==> config.mk <==
export PLATFORM = sky130hd
export DESIGN_NAME = ga_mutation_ctrl
export DESIGN_NICKNAME = d
export VERILOG_FILES = /design/src/rtl/ga_mutation_ctrl.sv
export SDC_FILE = /design/constraint.sdc
export NUM_CORES = 1
export LEC_CHECK = 0
export CAP_MARGIN = 20
export CORE_MARGIN = 2
export CORE_UTILIZATION = 37
export DETAILED_ROUTE_END_ITERATION = 6
export PLACE_DENSITY = 0.88
export SLEW_MARGIN = 40
export SYNTH_ARGS = -nofsm -noshare
export SYNTH_HDL_FRONTEND = slang
export SYNTH_SLANG_ARGS = --single-unit
==> constraint.sdc <==
create_clock -name clk -period 2.2 [get_ports clk]
set_input_delay 0.44 -clock clk [delete_from_list [all_inputs] [get_ports clk]]
set_output_delay 0.44 -clock clk [all_outputs]
set_load 0.05 [all_outputs]
==> src/rtl/ga_mutation_ctrl.sv <==
// Mutation-stage controller for the genetic-algorithm pipeline.
// Each child from crossover is accepted in IDLE. The random draw against the
// mutation rate selects it for mutation, which runs cnfg_mut_num rounds
// through the external datapath. The result is then held in OUT until the
// downstream queue takes it.
//
// state  | meaning
// -------+----------------------------------------------------------
// IDLE   | waiting for a child; in_ready=1
// MUTATE | one datapath round per cycle, rnd_cnt rounds remaining
// OUT    | result held on out_chrom_ary with out_valid=1 until out_ready
module ga_mutation_ctrl #(
  parameter int DATA_W    = 8,
  parameter int M_MAX     = 8,
  parameter int P_MAX_W   = 7,
  parameter int RATE_W    = 8,
  parameter int MUT_NUM_W = 4
) (
  input  logic                      clk,
  input  logic                      rst,
  input  logic [RATE_W-1:0]         cnfg_mut_rate,
  input  logic [MUT_NUM_W-1:0]      cnfg_mut_num,
  input  logic [P_MAX_W-1:0]        cnfg_p,
  input  logic                      in_valid,
  output logic                      in_ready,
  input  logic [DATA_W*M_MAX-1:0]   in_child_ary,
  input  logic [RATE_W-1:0]         rand_rate,
  output logic [DATA_W*M_MAX-1:0]   alg_child_ary,
  input  logic [DATA_W*M_MAX-1:0]   alg_queue_chrom_ary,
  output logic                      out_valid,
  input  logic                      out_ready,
  output logic [DATA_W*M_MAX-1:0]   out_chrom_ary,
  output logic                      out_mutated,
  output logic                      gen_done_pls
);

  localparam int CHROM_W = DATA_W * M_MAX;
  localparam logic [P_MAX_W-1:0]   P_ONE   = 1;
  localparam logic [MUT_NUM_W-1:0] RND_ONE = 1;

  typedef enum logic [1:0] {IDLE, MUTATE, OUT} state_t;

  state_t               state, state_nxt;
  logic [CHROM_W-1:0]   work_reg;
  logic [MUT_NUM_W-1:0] rnd_cnt;
  logic                 mut_flag;
  logic                 mutated_r;
  logic [P_MAX_W-1:0]   child_cnt;
  logic [P_MAX_W-1:0]   p_reg;
  logic                 rate_hit;
  logic                 out_hs;
  logic                 last_child;

  assign rate_hit      = (rand_rate < cnfg_mut_rate);
  assign alg_child_ary = work_reg;
  assign out_chrom_ary = work_reg;
  assign out_mutated   = mutated_r;
  assign last_child    = (p_reg != '0) && (child_cnt == p_reg - P_ONE);

  // Next-state decode and handshake outputs.
  always_comb begin
    state_nxt    = state;
    in_ready     = 1'b0;
    out_valid    = 1'b0;
    out_hs       = 1'b0;
    gen_done_pls = 1'b0;
    case (state)
      IDLE: begin
        in_ready = 1'b1;
        if (in_valid) begin
          if (rate_hit && (cnfg_mut_num != '0)) state_nxt = MUTATE;
          else                                  state_nxt = OUT;
        end
      end
      MUTATE: begin
        if (rnd_cnt <= RND_ONE) state_nxt = OUT;
      end
      OUT: begin
        out_valid = 1'b1;
        if (out_ready) begin
          out_hs       = 1'b1;
          gen_done_pls = last_child;
          state_nxt    = IDLE;
        end
      end
      default: state_nxt = IDLE;
    endcase
  end

  // State register, working chromosome, round counter and child counter.
  always_ff @(posedge clk) begin
    if (rst) begin
      state     <= IDLE;
      work_reg  <= '0;
      rnd_cnt   <= '0;
      mut_flag  <= 1'b0;
      mutated_r <= 1'b0;
      child_cnt <= '0;
      p_reg     <= '0;
    end else begin
      state <= state_nxt;
      case (state)
        IDLE: begin
          if (in_valid) begin
            work_reg  <= in_child_ary;
            rnd_cnt   <= cnfg_mut_num;
            mut_flag  <= rate_hit;
            p_reg     <= cnfg_p;
            mutated_r <= 1'b0;
          end
        end
        MUTATE: begin
          work_reg <= alg_queue_chrom_ary;
          rnd_cnt  <= rnd_cnt - RND_ONE;
          if (rnd_cnt <= RND_ONE) mutated_r <= mut_flag;
        end
        OUT: begin
          if (out_hs) begin
            if (last_child) child_cnt <= '0;
            else            child_cnt <= child_cnt + P_ONE;
          end
        end
        default: ;
      endcase
    end
  end

endmodule

Yosys cells after proc, flatten, opt, wreduce, memory -nomap -nowiden
Index checks and enable logic that the tools add are counted.
{"block": "totals", "reg_bits": 86, "in_bits": 159, "output_inout_bits": 132, "elab_cells": 48}
{"block": "classes", "mux": 19, "n_lt_le_gt_ge": 2, "n_eq_ne": 6, "n_addsub": 3, "n_reduce_logical": 11}
{"cell": "case mux 64 bit (2 select lines)", "n": 1}
{"cell": "two-way mux 64 bit", "n": 1}
{"cell": "< comparator 8 bit", "n": 1}
{"cell": "two-way mux 1 bit", "n": 8}
{"cell": "two-way mux 2 bit", "n": 4}
{"cell": "case mux 4 bit (2 select lines)", "n": 1}
{"cell": "adder 7 x 1 -> 7 bit, second input constant", "n": 1}
{"cell": "equality test 7 bit", "n": 1}
{"cell": "two-way mux 7 bit", "n": 1}
{"cell": "nonzero test 7 bit", "n": 1}
{"cell": "subtractor 7 x 1 -> 7 bit, second input constant", "n": 1}
{"cell": "!= test 2 bit, second input constant", "n": 3}
{"cell": "case mux 2 bit (3 select lines)", "n": 1}
{"cell": "AND reduction 2 bit", "n": 3}
{"cell": "AND reduction 3 bit", "n": 2}
{"cell": "<= comparator 4 x 1 -> 1 bit, second input constant", "n": 1}
{"cell": "two-way mux 4 bit", "n": 1}
{"cell": "nonzero test 4 bit", "n": 1}
{"cell": "subtractor 4 x 1 -> 4 bit, second input constant", "n": 1}
{"cell": "equality test 2 x 1 -> 1 bit, second input constant", "n": 1}
{"cell": "equality test 2 bit, second input constant", "n": 1}
{"cell": "logical AND 1 bit", "n": 2}
{"cell": "logical NOT 2 bit", "n": 1}
{"cell": "case mux 1 bit (2 select lines)", "n": 1}
{"cell": "nonzero test 2 bit", "n": 1}

Depth between registers and ports, before layout
Gate-level depths: netlist (run 1).
{"block": "logic_depth", "word_depth": 5, "depth_mapped": 8, "ltp_nobuf": 7}

Least setup slack after synthesis (run 1)
No wires, ideal clock.
{"block": "synth_timing", "kind": "reg-to-output", "start": "reg p_reg[0]", "end": "out gen_done_pls", "stages_incl_launch_ff": 7, "required_ns": 1.760, "arrival_ns": 1.779, "slack_ns": -0.019, "path_buffers": 0, "path_cell_list": "dfxtp_1 > inv_1 > ha_1 > o21ba_1 > a221oi_1 > a41o_1 > and4_1"}
{"block": "synth_between", "elab_chain_len": 5, "elab_cells_between_ends": 6, "cone_classes": "add/sub: 1; eq/ne: 1; mux: 2; reduce/logical: 2"}
{"item": "start: declaration", "line": "49", "text": "logic [P_MAX_W-1:0] p_reg;"}
{"item": "start signal: assignment", "line": "108", "text": "p_reg <= cnfg_p;"}
{"item": "subtractor 7 x 1 -> 7 bit", "line": "58", "text": "assign last_child = (p_reg != '0) && (child_cnt == p_reg - P_ONE);"}
{"item": "equality test 7 bit", "line": "58"}
{"item": "logical AND 1 bit *", "line": "58"}
{"item": "two-way mux 1 bit *", "line": "80", "text": "if (out_ready) begin"}
{"item": "two-way mux 1 bit *", "line": "67", "text": "case (state)"}
{"item": "end: declaration", "line": "34", "text": "output logic gen_done_pls"}
Mark *: on every way between the ends. The rest lies on a longest branch, timed or not.

Final worst setup path (run 1)
Ends and elaborated chain as after synthesis.

==> metrics.cfg, run 1 <==
[floorplan]
start_util_pct = 38.16
io_pins = 291
die_w_um = 115.5
rows = 40
dieHeight_um = 115.5
dieArea_mm2 = 0.01335
coreArea_mm2 = 0.01206

[clock_tree]
tritoncts = built
root_buffer = clkbuf_16
holdBufCountCts = 0
clkLatencyLatePin_ns = 0.34
numCtsBuffers = 9
clkSinkCount = 86
clockBufferDepth = 2
clk_pin_slew_worst_paths_ns = 0.06
h-tree-depth = 3

[grt]
antenna_found_initial = 0
grt_pass1_vias = 4681
gr-total-overflow = 0
track_usage_pct = 21.42
grt_max_degree = 81
grt_pass1_wl_um = 22580

[timing]
rsz0062_at_grt = true
period_needed_ns = 2.251
fin_worst_skew_ns = 0.004896
finalHoldViolCount = 0
fmax_mhz = 444.3
slew_viol_final = 0
setup_violations = 1
worst_slack_ns = -0.05064
slew_headroom_pct = 62.38
tns_ns = -0.05064
post-route-period-util_pct = 102.3
worstMarginPinSlew_ns = 0.5626

[worst_setup_path]
crit_fanout = 4
setup.worst_path.end_class = output pin
crit_type = reg2out
start_kind = register
required_ns = 1.76
worst_ep_arrival_time_ns = 1.81

[synthesis]
synth_top_area_cell = dfxtp_1
yosysSeqAreaShare_pct = 37.40
syn_area_per_cell_um2 = 7.802
ys_types = 40
ys_ff_latch = 86
synth-edff-count = 0
synth_top_flop_cell = dfxtp_1
synth_top_area_share_pct = 37.40
synth_common_cells = nand2_1, dfxtp_1, nor2_1
ys_async_sr_fraction_pct = 0
syn-cell-area_mm2 = 0.004603
yosys-top-cells-area = dfxtp_1, a311oi_1, nand2_1, buf_4, nor2_1
ys_warn_count = 0
synth_nets = 761
synth.most_common_cell = nand2_1
synth_cells = 590

[route]
wl_per_cell_um = 15.03
first_pass_iters = 4
drcViolationCount = 0
drt_iter0_markers = 224
routed_wl_um = 14660
via_per_inst = 4.952
ant_nets = 0
num_vias = 4828

[placed_design]
dp.cells = 956
post_dp_cell_area_mm2 = 0.007227
hpwlAfterDp_um = 10940
gp_congestion = 0.7991
io_buffer_count = 290

[outcome]
outcome = complete, but fails checks
violations = negative setup slack

[layout]
antenna_cells = 0
largest_reg_flops = 64
final_nets = 973
finalNonFillerCells = 975
layout-drive-gt1-share_pct = 6.444
fin_area_mm2 = 0.007596
area_growth_pct = 65.02

[flow_run]
max-cap-violations = 0

[power_and_ir_drop]
pwr_density_cell_mw_per_mm2 = 908.2
p_leak_nw = 2.971
finalPower_mw = 6.899
peakVddDrop_uv = 535.9

[min_path]
hp-class = reg2reg

[final timing paths]
path         cells past startpoint                        end  slack [ns]                  start
max                              7               gen_done_pls       -0.05  p_reg[0]$_SDFFE_PP0P_
min                              2      mut_flag$_SDFFE_PP0P_        0.47  mut_flag$_SDFFE_PP0P_
max reg2reg                      8  child_cnt[0]$_SDFFE_PP0P_        0.56  p_reg[0]$_SDFFE_PP0P_
min reg2reg                      2      mut_flag$_SDFFE_PP0P_        0.47  mut_flag$_SDFFE_PP0P_
[what timing repair did]
| action | in CTS | in global routing |
|---|---|---|
| endpoints found under the setup margin | 1 | 1 |
| gates resized for setup | 8 | 0 |
| pin swaps | 3 | 0 |
| cloned | 0 | 0 |
| buffers inserted | 3 | 0 |
[critical path, cell delays in order (launching register included)]
cell and delay (ns):
dfxtp_2 0.34, inv_2 0.05, ha_4 0.16, o21ba_1 0.17, a221oi_2 0.23, a41o_1 0.14
and4_4 0.24, buf_12 0.13
[report_power, final]
part,switching (mW),internal (mW),total (mW),leakage (nW)
Clock,0.643,1.02,1.66,0.154
Combinational,2.04,1.20,3.25,2.10
Sequential,0.207,1.78,1.99,0.713
Total,2.89,4.00,6.90,2.97
[routing by layer]
metal | wire length, um | track usage (%) | vias to the layer above
met4 | 366 | 9.317 | 0
met2 | 7501 | 39.49 | 209
met5 | 0 | 0 | -
li1 | - | - | 2380
met1 | 5681 | 23.14 | 2213
met3 | 1108 | 5.282 | 26
[cell type report]
cell class | instances | area [um2]
fill | 1026 | 4466
timing repair buffer | 308 | 3100
multi-input combinational | 385 | 2192
sequential | 86 | 1724
clock buffer | 10 | 239.0
tap | 168 | 210.2
clock inverter | 6 | 85.08
inverter | 12 | 45.04
[cells in the final DEF (no fill, tap or decap), types with 2 or more instances in the layout]
| cell | count |
|---|---|
| clkdlybuf4s50_1 | 286 |
| nand2_1 | 150 |
| dfxtp_1 | 84 |
| nor2_1 | 81 |
| a311oi_1 | 66 |
| buf_4 | 15 |
| a21oi_1 | 12 |
| ha_1 | 11 |
| inv_1 | 10 |
| xor2_1 | 9 |
| clkbuf_16 | 9 |
| xnor2_1 | 7 |
| a211oi_1 | 6 |
| buf_12 | 6 |
| nand3_1 | 5 |
| nand4_1 | 5 |
| nor3_1 | 3 |
| inv_2 | 2 |
| nor2b_1 | 2 |
| a41o_1 | 2 |
| nand2b_1 | 2 |
| clkinvlp_4 | 2 |
| clkinv_2 | 2 |
| bufinv_16 | 2 |
| dfxtp_2 | 2 |
[metrics by stage]
step | utilization, % | hold WS (ns) | setup slack, ns
2_1_floorplan | - | 0.4367 | 0.07626
3_3_place_gp | 59.92 | 0.4507 | -0.04559
3_5_place_dp | 59.92 | 0.4590 | -0.06965
4_1_cts | 62.98 | 0.4695 | -0.06622
5_1_grt | 62.98 | 0.4852 | -0.1920
6_report | 62.98 | 0.4663 | -0.05064
[kinds of logic (layout without fill, tap and decap cells)]
group / Yosys count / count (layout) / synth area share [%]
buffers and inverters: 119 / 336 / 15.82
multiplexers: 1 / 1 / 0.2175
AO/OA/AOI/OAI: 98 / 98 / 17.64
XOR/XNOR: 16 / 16 / 3.044
adder cells (fa/ha/maj): 12 / 12 / 3.262
flip-flops: 86 / 86 / 37.40
AND/OR/NAND/NOR: 258 / 258 / 22.62
Power figures use the tool's default switching activity.
==> inputs of run 2 (changes only) <==
CTS_CLUSTER_DIAMETER = 60   (was not set)
==> results of run 2 <==
Same layout as run 1: the final DEF is identical, and so are final timing and power.
